## config.mk

```make
export PLATFORM = sky130hd
export DESIGN_NAME = bpu_update_queue
export DESIGN_NICKNAME = d
export VERILOG_FILES = /design/src/rtl/bpu_update_queue.sv
export SDC_FILE = /design/constraint.sdc
export NUM_CORES = 2
export LEC_CHECK = 0
export CORE_MARGIN = 1
export CORE_UTILIZATION = 41
export DETAILED_ROUTE_END_ITERATION = 10
export PLACE_DENSITY = 0.69
export SYNTH_ARGS = -nofsm -noshare
export SYNTH_HDL_FRONTEND = slang
export SYNTH_SLANG_ARGS = --single-unit
export TNS_END_PERCENT = 1
```

## constraint.sdc

```tcl
create_clock -name clk_i -period 20.1 [get_ports clk_i]
set_input_delay 2.01 -clock clk_i [delete_from_list [all_inputs] [get_ports clk_i]]
set_output_delay 2.01 -clock clk_i [all_outputs]
set_load 0.005 [all_outputs]
```

## src/rtl/bpu_update_queue.sv

```systemverilog
// bpu_update_queue: in-order multi-push/single-pop queue of commit-time branch updates feeding the BPU
module bpu_update_queue #(
   parameter int NRET  = 4,
   parameter int PLEN  = 32,
   parameter int DEPTH = 8
) (
   input  logic                        clk_i,
   input  logic                        rst_i,
   input  logic [NRET-1:0]             commit_valid_i,
   input  logic [NRET-1:0]             commit_is_branch_i,
   input  logic [NRET*PLEN-1:0]        commit_pc_i,
   input  logic [NRET-1:0]             commit_is_cond_i,
   input  logic [NRET-1:0]             commit_taken_i,
   input  logic [NRET*PLEN-1:0]        commit_target_i,
   input  logic [NRET-1:0]             commit_is_call_i,
   input  logic [NRET-1:0]             commit_is_ret_i,
   output logic                        ready_o,
   output logic                        update_valid_o,
   output logic [PLEN-1:0]             update_pc_o,
   output logic                        update_is_cond_o,
   output logic                        update_taken_o,
   output logic [PLEN-1:0]             update_target_o,
   output logic                        update_is_call_o,
   output logic                        update_is_ret_o,
   output logic [$clog2(DEPTH+1)-1:0]  count_o,
   output logic [31:0]                 stall_cnt_o
);
   localparam int PW = $clog2(DEPTH);
   localparam int CW = $clog2(DEPTH+1);

   typedef struct packed {
      logic [PLEN-1:0] pc;
      logic [PLEN-1:0] target;
      logic            is_cond;
      logic            taken;
      logic            is_call;
      logic            is_ret;
   } rec_t;

   rec_t [DEPTH-1:0] ent_q, ent_d;
   logic [PW-1:0]    head_q, head_d, tail_q, tail_d, wptr;
   logic [CW-1:0]    count_q, count_d, k;
   logic [31:0]      stall_q, stall_d;
   logic [NRET-1:0]  elig;
   logic             pop;

   assign ready_o          = (CW'(DEPTH) - count_q) >= CW'(NRET);
   assign pop              = count_q != '0;
   assign update_valid_o   = pop;
   assign update_pc_o      = ent_q[head_q].pc;
   assign update_is_cond_o = ent_q[head_q].is_cond;
   assign update_taken_o   = ent_q[head_q].taken;
   assign update_target_o  = ent_q[head_q].target;
   assign update_is_call_o = ent_q[head_q].is_call;
   assign update_is_ret_o  = ent_q[head_q].is_ret;
   assign count_o          = count_q;
   assign stall_cnt_o      = stall_q;

   // compact eligible slots onto the tail, pop the head, and track occupancy and stalls
   always_comb begin
      ent_d = ent_q;
      elig  = ready_o ? (commit_valid_i & commit_is_branch_i) : '0;
      wptr  = tail_q;
      k     = '0;
      for (int i = 0; i < NRET; i++) begin
         if (elig[i]) begin
            ent_d[wptr].pc      = commit_pc_i[i*PLEN +: PLEN];
            ent_d[wptr].target  = commit_target_i[i*PLEN +: PLEN];
            ent_d[wptr].is_cond = commit_is_cond_i[i];
            ent_d[wptr].taken   = commit_taken_i[i];
            ent_d[wptr].is_call = commit_is_call_i[i];
            ent_d[wptr].is_ret  = commit_is_ret_i[i];
            wptr = wptr + 1'b1;
            k    = k + 1'b1;
         end
      end
      tail_d  = wptr;
      head_d  = pop ? head_q + 1'b1 : head_q;
      count_d = count_q + k - {{(CW-1){1'b0}}, pop};
      stall_d = (!ready_o && |(commit_valid_i & commit_is_branch_i) && stall_q != '1) ? stall_q + 32'd1 : stall_q;
   end

   // state registers; reset discards every queued record at once
   always_ff @(posedge clk_i or posedge rst_i) begin
      if (rst_i) begin
         ent_q   <= '0;
         head_q  <= '0;
         tail_q  <= '0;
         count_q <= '0;
         stall_q <= '0;
      end else begin
         ent_q   <= ent_d;
         head_q  <= head_d;
         tail_q  <= tail_d;
         count_q <= count_d;
         stall_q <= stall_d;
      end
   end
endmodule

```

Word level (Yosys, flattened, before mapping)
Index checks and enable logic that the tools add are counted.
W data, S select, Z words.

storage, ports and cells
  flip-flop bits (word level) = 586
  logic and storage cells = 172
  input port bits = 282

cells by class
  add/subtract/negate cells = 12
  $lt $le $gt $ge = 10
  bitwise operators = 1
  reductions and logical operators = 9
  equal/unequal tests = 1
  mux-type cells = 87

operators by type and width
  kind                     number
  $bwmux W544              24
  $demux W68 S3            24
  $mux W544                4
  $mux W68                 5
  $bmux W68 S3             1
  $mux W36                 4
  $add A32 B1 Y32 const B  1
  $mux W4                  8
  $ne A32 B32 Y1 const B   1
  $mux W3                  8
  $lt A3 B4 Y1 const B     5
  $add A3 B1 Y3 const B    5
  $add A4 B1 Y4 const B    3
  $ge A3 B1 Y1 const B     4
  $mux W2                  4
  $logic_and A1 B1 Y1      6
  $mux W1                  5
  $add A4 B4 Y4            1
  $and A4 B4 Y4            1
  $ge A4 B3 Y1 const B     1
  $reduce_bool A4 Y1       1
  $reduce_or A4 Y1         1
  $sub A4 B1 Y4            1
  $sub A4 B4 Y4 const A    1
  $logic_not A1 Y1         1

Depth between registers and ports, before layout
  depth after elaboration = 32
  gate-level depth with buffers = 19
  gate-level depth less buffers = 15

Least setup slack after synthesis
Ideal clock, no wire load.

  path kind = input-to-reg
  start = input commit_valid_i[0]
  end = register ent_q[56] (netlist name)
  setup slack = 14.434 ns
  stages = 17
  buffers on the path = 3
  library setup time = 0.126 ns
  required time = 19.974 ns
  data arrival time = 5.540 ns
  cell sequence = nand2_1 -> a211oi_2 -> o21ai_0 -> ha_1 -> mux2_2 -> o22ai_2 -> inv_2 -> ha_1 -> xnor2_1 -> xnor3_1 -> nor3b_1 -> nor2b_1 -> clkbuf_1 -> buf_2 -> clkbuf_1 -> a31o_2 -> o32a_1

RTL lines
  element                 line  RTL
  start: declaration      9     input logic [NRET-1:0] commit_valid_i,
  end signal: assignment  92    ent_q <= ent_d;
  end: declaration        40    rec_t [DEPTH-1:0] ent_q, ent_d;

==> run_results.csv <==
group,metric,value,unit
floorplanning,die_w,339,um
run_status,violations,"max-capacitance violations, max-slew violations",
critical_path,r2r-start,"count_o[0]$_DFF_PP0_",
route,wl,225000,um
power_and_ir_drop,p_comb_frac,0.592,
floorplanning,row_count,123,
yosys,synth.largest_area_cell,"dfrtp_1",
power_and_ir_drop,switching_share,0.431,
cts,insertion_delay,0.66,ns
critical_path,cp_common_cell,"ha_1",
cts,cts-root-buf,"clkbuf_16",
timing,period_share,0.397,
hold_path,hold_path_end,"stall_cnt_o[17]$_DFFE_PP0P_",
power_and_ir_drop,pwr-share-clk,0.160,
cells_and_area,design.final.nets,4701,
cts,clk_pin_slew,0.06,ns
yosys,ys_types,73,
floorplanning,initial_utilization,0.414,
job,max_cap_violations,1,
timing,relSlewSlack,-0.0410,
placed_design,placed_cell_area,50500,um2
global_routing,grt_overflow,0,
cells_and_area,final_layout_size_suffix_gt1_frac,0.176,
timing,rsz0062_at_grt,"no",
cts,ctsResizeCount,0,
cts,cts.sink_count,586,
yosys,synthCells,4598,
power_and_ir_drop,vdd_drop_max,0.241,mV
critical_path,crit_chain,"clkdlybuf4s50_1 > nand2_1 > a211oi_2 > o21ai_0 > ha_1 > mux2_2 > o22ai_4 > inv_2 > ha_1 > xnor2_1 > xnor3_1 > nor3b_1 > nor2b_4 > buf_4 > a31o_2 > o32a_1",
yosys,synth_fp_nets,4894,
floorplanning,die-area,115000,um2
yosys,yosysMostFrequentCell,"dfrtp_1",
timing,tns,0,ns
floorplanning,core_area,112000,um2
global_routing,first_global_vias,47600,
power_and_ir_drop,cellPowerDensity,168,nW/um2
route,drcViolationCount,0,
route,via_per_inst,8.02,
timing,report.final.slew_viol_count,33,
placed_design,port_buffers,387,
power_and_ir_drop,netSwitchingPower,3.83,mW
hold_path,hold_path_class,"reg -> reg",
yosys,synth_top_area_share,0.315,
critical_path,worst_setup_path_start_kind,"primary input",
yosys,synth_compound_area_frac,0.335,
yosys,synth_common_cells,"dfrtp_1 (586), a211oi_1 (538), clkbuf_1 (461)",
timing,finalSetupViolCount,0,
cells_and_area,num-fill-cells,10300,
critical_path,critPathArrivalTime,8.55,ns
yosys,synthTopCellsByArea,"dfrtp_1 (32%), mux2i_1 (8.8%), a211oi_1 (8.7%), mux4_2 (6.6%), a221o_1 (5.9%)",
yosys,synth_top_family_by_area,"compound AO/OA/AOI/OAI gates",
floorplanning,ioPinCount,388,
route,first_pass_iters,6,
critical_path,worstRegToRegCells,15,
critical_path,crit_required,20.66,ns
cts,cts_buffers,75,
yosys,async_flop_share,1.00,
yosys,synth_area_per_cell,10.1,um2
route,vias,47900,
cts,cts_tree,"yes",
floorplanning,dieHeight,339,um
cells_and_area,multi_input_area,29000,um2
global_routing,grt_max_degree,209,
yosys,yosys.area_share.simple,0.0603,
critical_path,cp_slowest_cell,"nor2b_4",
critical_path,reg2reg_slack,13.38,ns
yosys,ys_seq_area_frac,0.315,
cells_and_area,stdcell_area,53000,um2
yosys,ys.flop_type,"dfrtp_1",
run_status,status,"finished with violations",
critical_path,cp_top_family,"simple AND/OR/NAND/NOR gates",
placed_design,place.gp.congestion,0.890,
critical_path,cp.buffers_inverters,3,
placed_design,dp_hpwl,122000,um
yosys,synth_xor_xnor_area_share,0.0108,
global_routing,grt_antenna_before_repair,25,
timing,fin_crit,7.99,ns
yosys,synth_seq_cells,586,
cells_and_area,seq_area,14700,um2
yosys,synth_edf_count,0,
yosys,yosys_warnings,0,
critical_path,r2r-end,"ent_q[75]$_DFF_PP0_",
cts,clk_path_buf_depth,3,
hold_path,hold_start,"stall_cnt_o[17]$_DFFE_PP0P_",
timing,max_slew.worst_pin.slew,1.56,ns
route,routedWlPerCell,37.7,um
cts,post_cts_buffers,0,
power_and_ir_drop,leakage,20.5,nW
critical_path,worst-setup-path-type,"in -> reg",
global_routing,grt_usage,0.377,
critical_path,cp_max_fo,44,
cts,hold_buffers,0,
power_and_ir_drop,intPower,5.06,mW
cts,cts_max_level,3,
timing,max_freq,125,MHz
timing,finalClockSkew,0.0253,ns
yosys,synthAdderAreaFrac,0.00393,
critical_path,max_stage_delay,0.94,ns
global_routing,grt_pass1_wl,329000,um
hold_path,hold_depth,1,
yosys,syn_area,46500,um2
timing,hold_violations,0,
route,drt_first_iter_violations,7541,
critical_path,cp-end-kind,"flop",
yosys,muxShareOfSynthArea,0.205,
power_and_ir_drop,power_frac_seq,0.248,
route,drtAntennaViolNets,0,
cells_and_area,syn2layout_area_growth,14.0,%
==> power groups by stage <==
stage | logic [mW] | clock network (mW) | registers, mW
after floorplan | 3.51 | 0 | 2.02
after global placement | 4.97 | 0 | 2.19
after detailed placement | 5.07 | 0 | 2.20
after CTS | 5.09 | 1.42 | 2.19
after global routing | 5.48 | 1.47 | 2.26
final | 5.27 | 1.42 | 2.21
==> metrics by stage <==
step / power [mW] / util / hold slack [ns] / setup slack [ns] / cells
finish: 8.90 / 0.471 / 0.490 / 12.11 / 5974
global route: 9.20 / 0.471 / 0.529 / 11.93 / 5966
CTS: 8.70 / 0.471 / 0.493 / 12.38 / 5961
floorplan: 5.52 / - / 0.480 / 1.69 / 4598
detailed placement: 7.27 / 0.449 / 0.480 / 11.74 / 5828
global placement: 7.16 / 0.449 / 0.480 / 11.96 / 5828
==> per-layer routing <==
layer	routed length, um	track usage	vias to the layer above
met4	14800	0.216	24
li1	-	-	18500
met3	35300	0.155	1206
met1	82400	0.481	23600
met2	92700	0.535	4591
met5	143	0	-
==> how the worst max path moves through the flow <==
stage	start	end	slack (ns)	cells after the start
after floorplan	rst_i	count_o[0]$_DFF_PP0_	1.69	1
after global placement	commit_is_branch_i[0]	ent_q[98]$_DFF_PP0_	11.96	16
after detailed placement	commit_is_branch_i[0]	ent_q[75]$_DFF_PP0_	11.74	16
after CTS	commit_is_branch_i[0]	ent_q[75]$_DFF_PP0_	12.38	16
after global routing	commit_is_branch_i[0]	ent_q[75]$_DFF_PP0_	11.93	16
final	commit_valid_i[0]	ent_q[75]$_DFF_PP0_	12.11	16
==> registers in the layout, summed over array words and instances (netlist names) <==
signal / cells
stall_cnt_o: 32
tail_q: 3
ent_q: 544
head_q: 3
count_o: 4
==> layout by cell type, fill, tap and decap left out, types with 16 or more instances in the layout <==
cell type / synthesis / routed
dfrtp_1: 586 / 583
a211oi_1: 538 / 534
mux2i_1: 410 / 410
clkdlybuf4s50_1: 0 / 387
nor2_1: 290 / 284
a221o_1: 272 / 272
a2bb2oi_1: 264 / 264
mux2_2: 200 / 200
and3_1: 148 / 146
o2111ai_1: 139 / 139
o31ai_1: 137 / 136
a221oi_1: 136 / 136
a31o_2: 136 / 136
o32a_1: 136 / 136
mux4_2: 136 / 136
buf_4: 18 / 110
clkbuf_16: 0 / 77
nand2_1: 44 / 40
xnor2_1: 29 / 29
clkbuf_8: 0 / 23
inv_1: 20 / 19
nand3_1: 21 / 18
xor2_1: 18 / 18
nor3_1: 18 / 16
==> area by class of cell <==
class	count	area share
antenna	13	0.000613
clock buffer	115	0.0434
clock inverter	18	0.00392
inverter	23	0.00177
multi-input combinational	3217	0.548
sequential	586	0.277
tap	1500	0.0354
timing repair buffer	502	0.0905
==> logic make-up (layout without fill, tap and decap cells) <==
kind of cell	after synthesis	in the layout
AOI/OAI and AO/OA	1818	1818
buffers and inverters	795	658
muxes	756	756
DFF	586	586
and+or+nand+nor	578	578
xor gates and xnor gates	51	51
adders and majority gates	14	14
other	0	13
No activity file was read; power rests on OpenSTA's default activity.
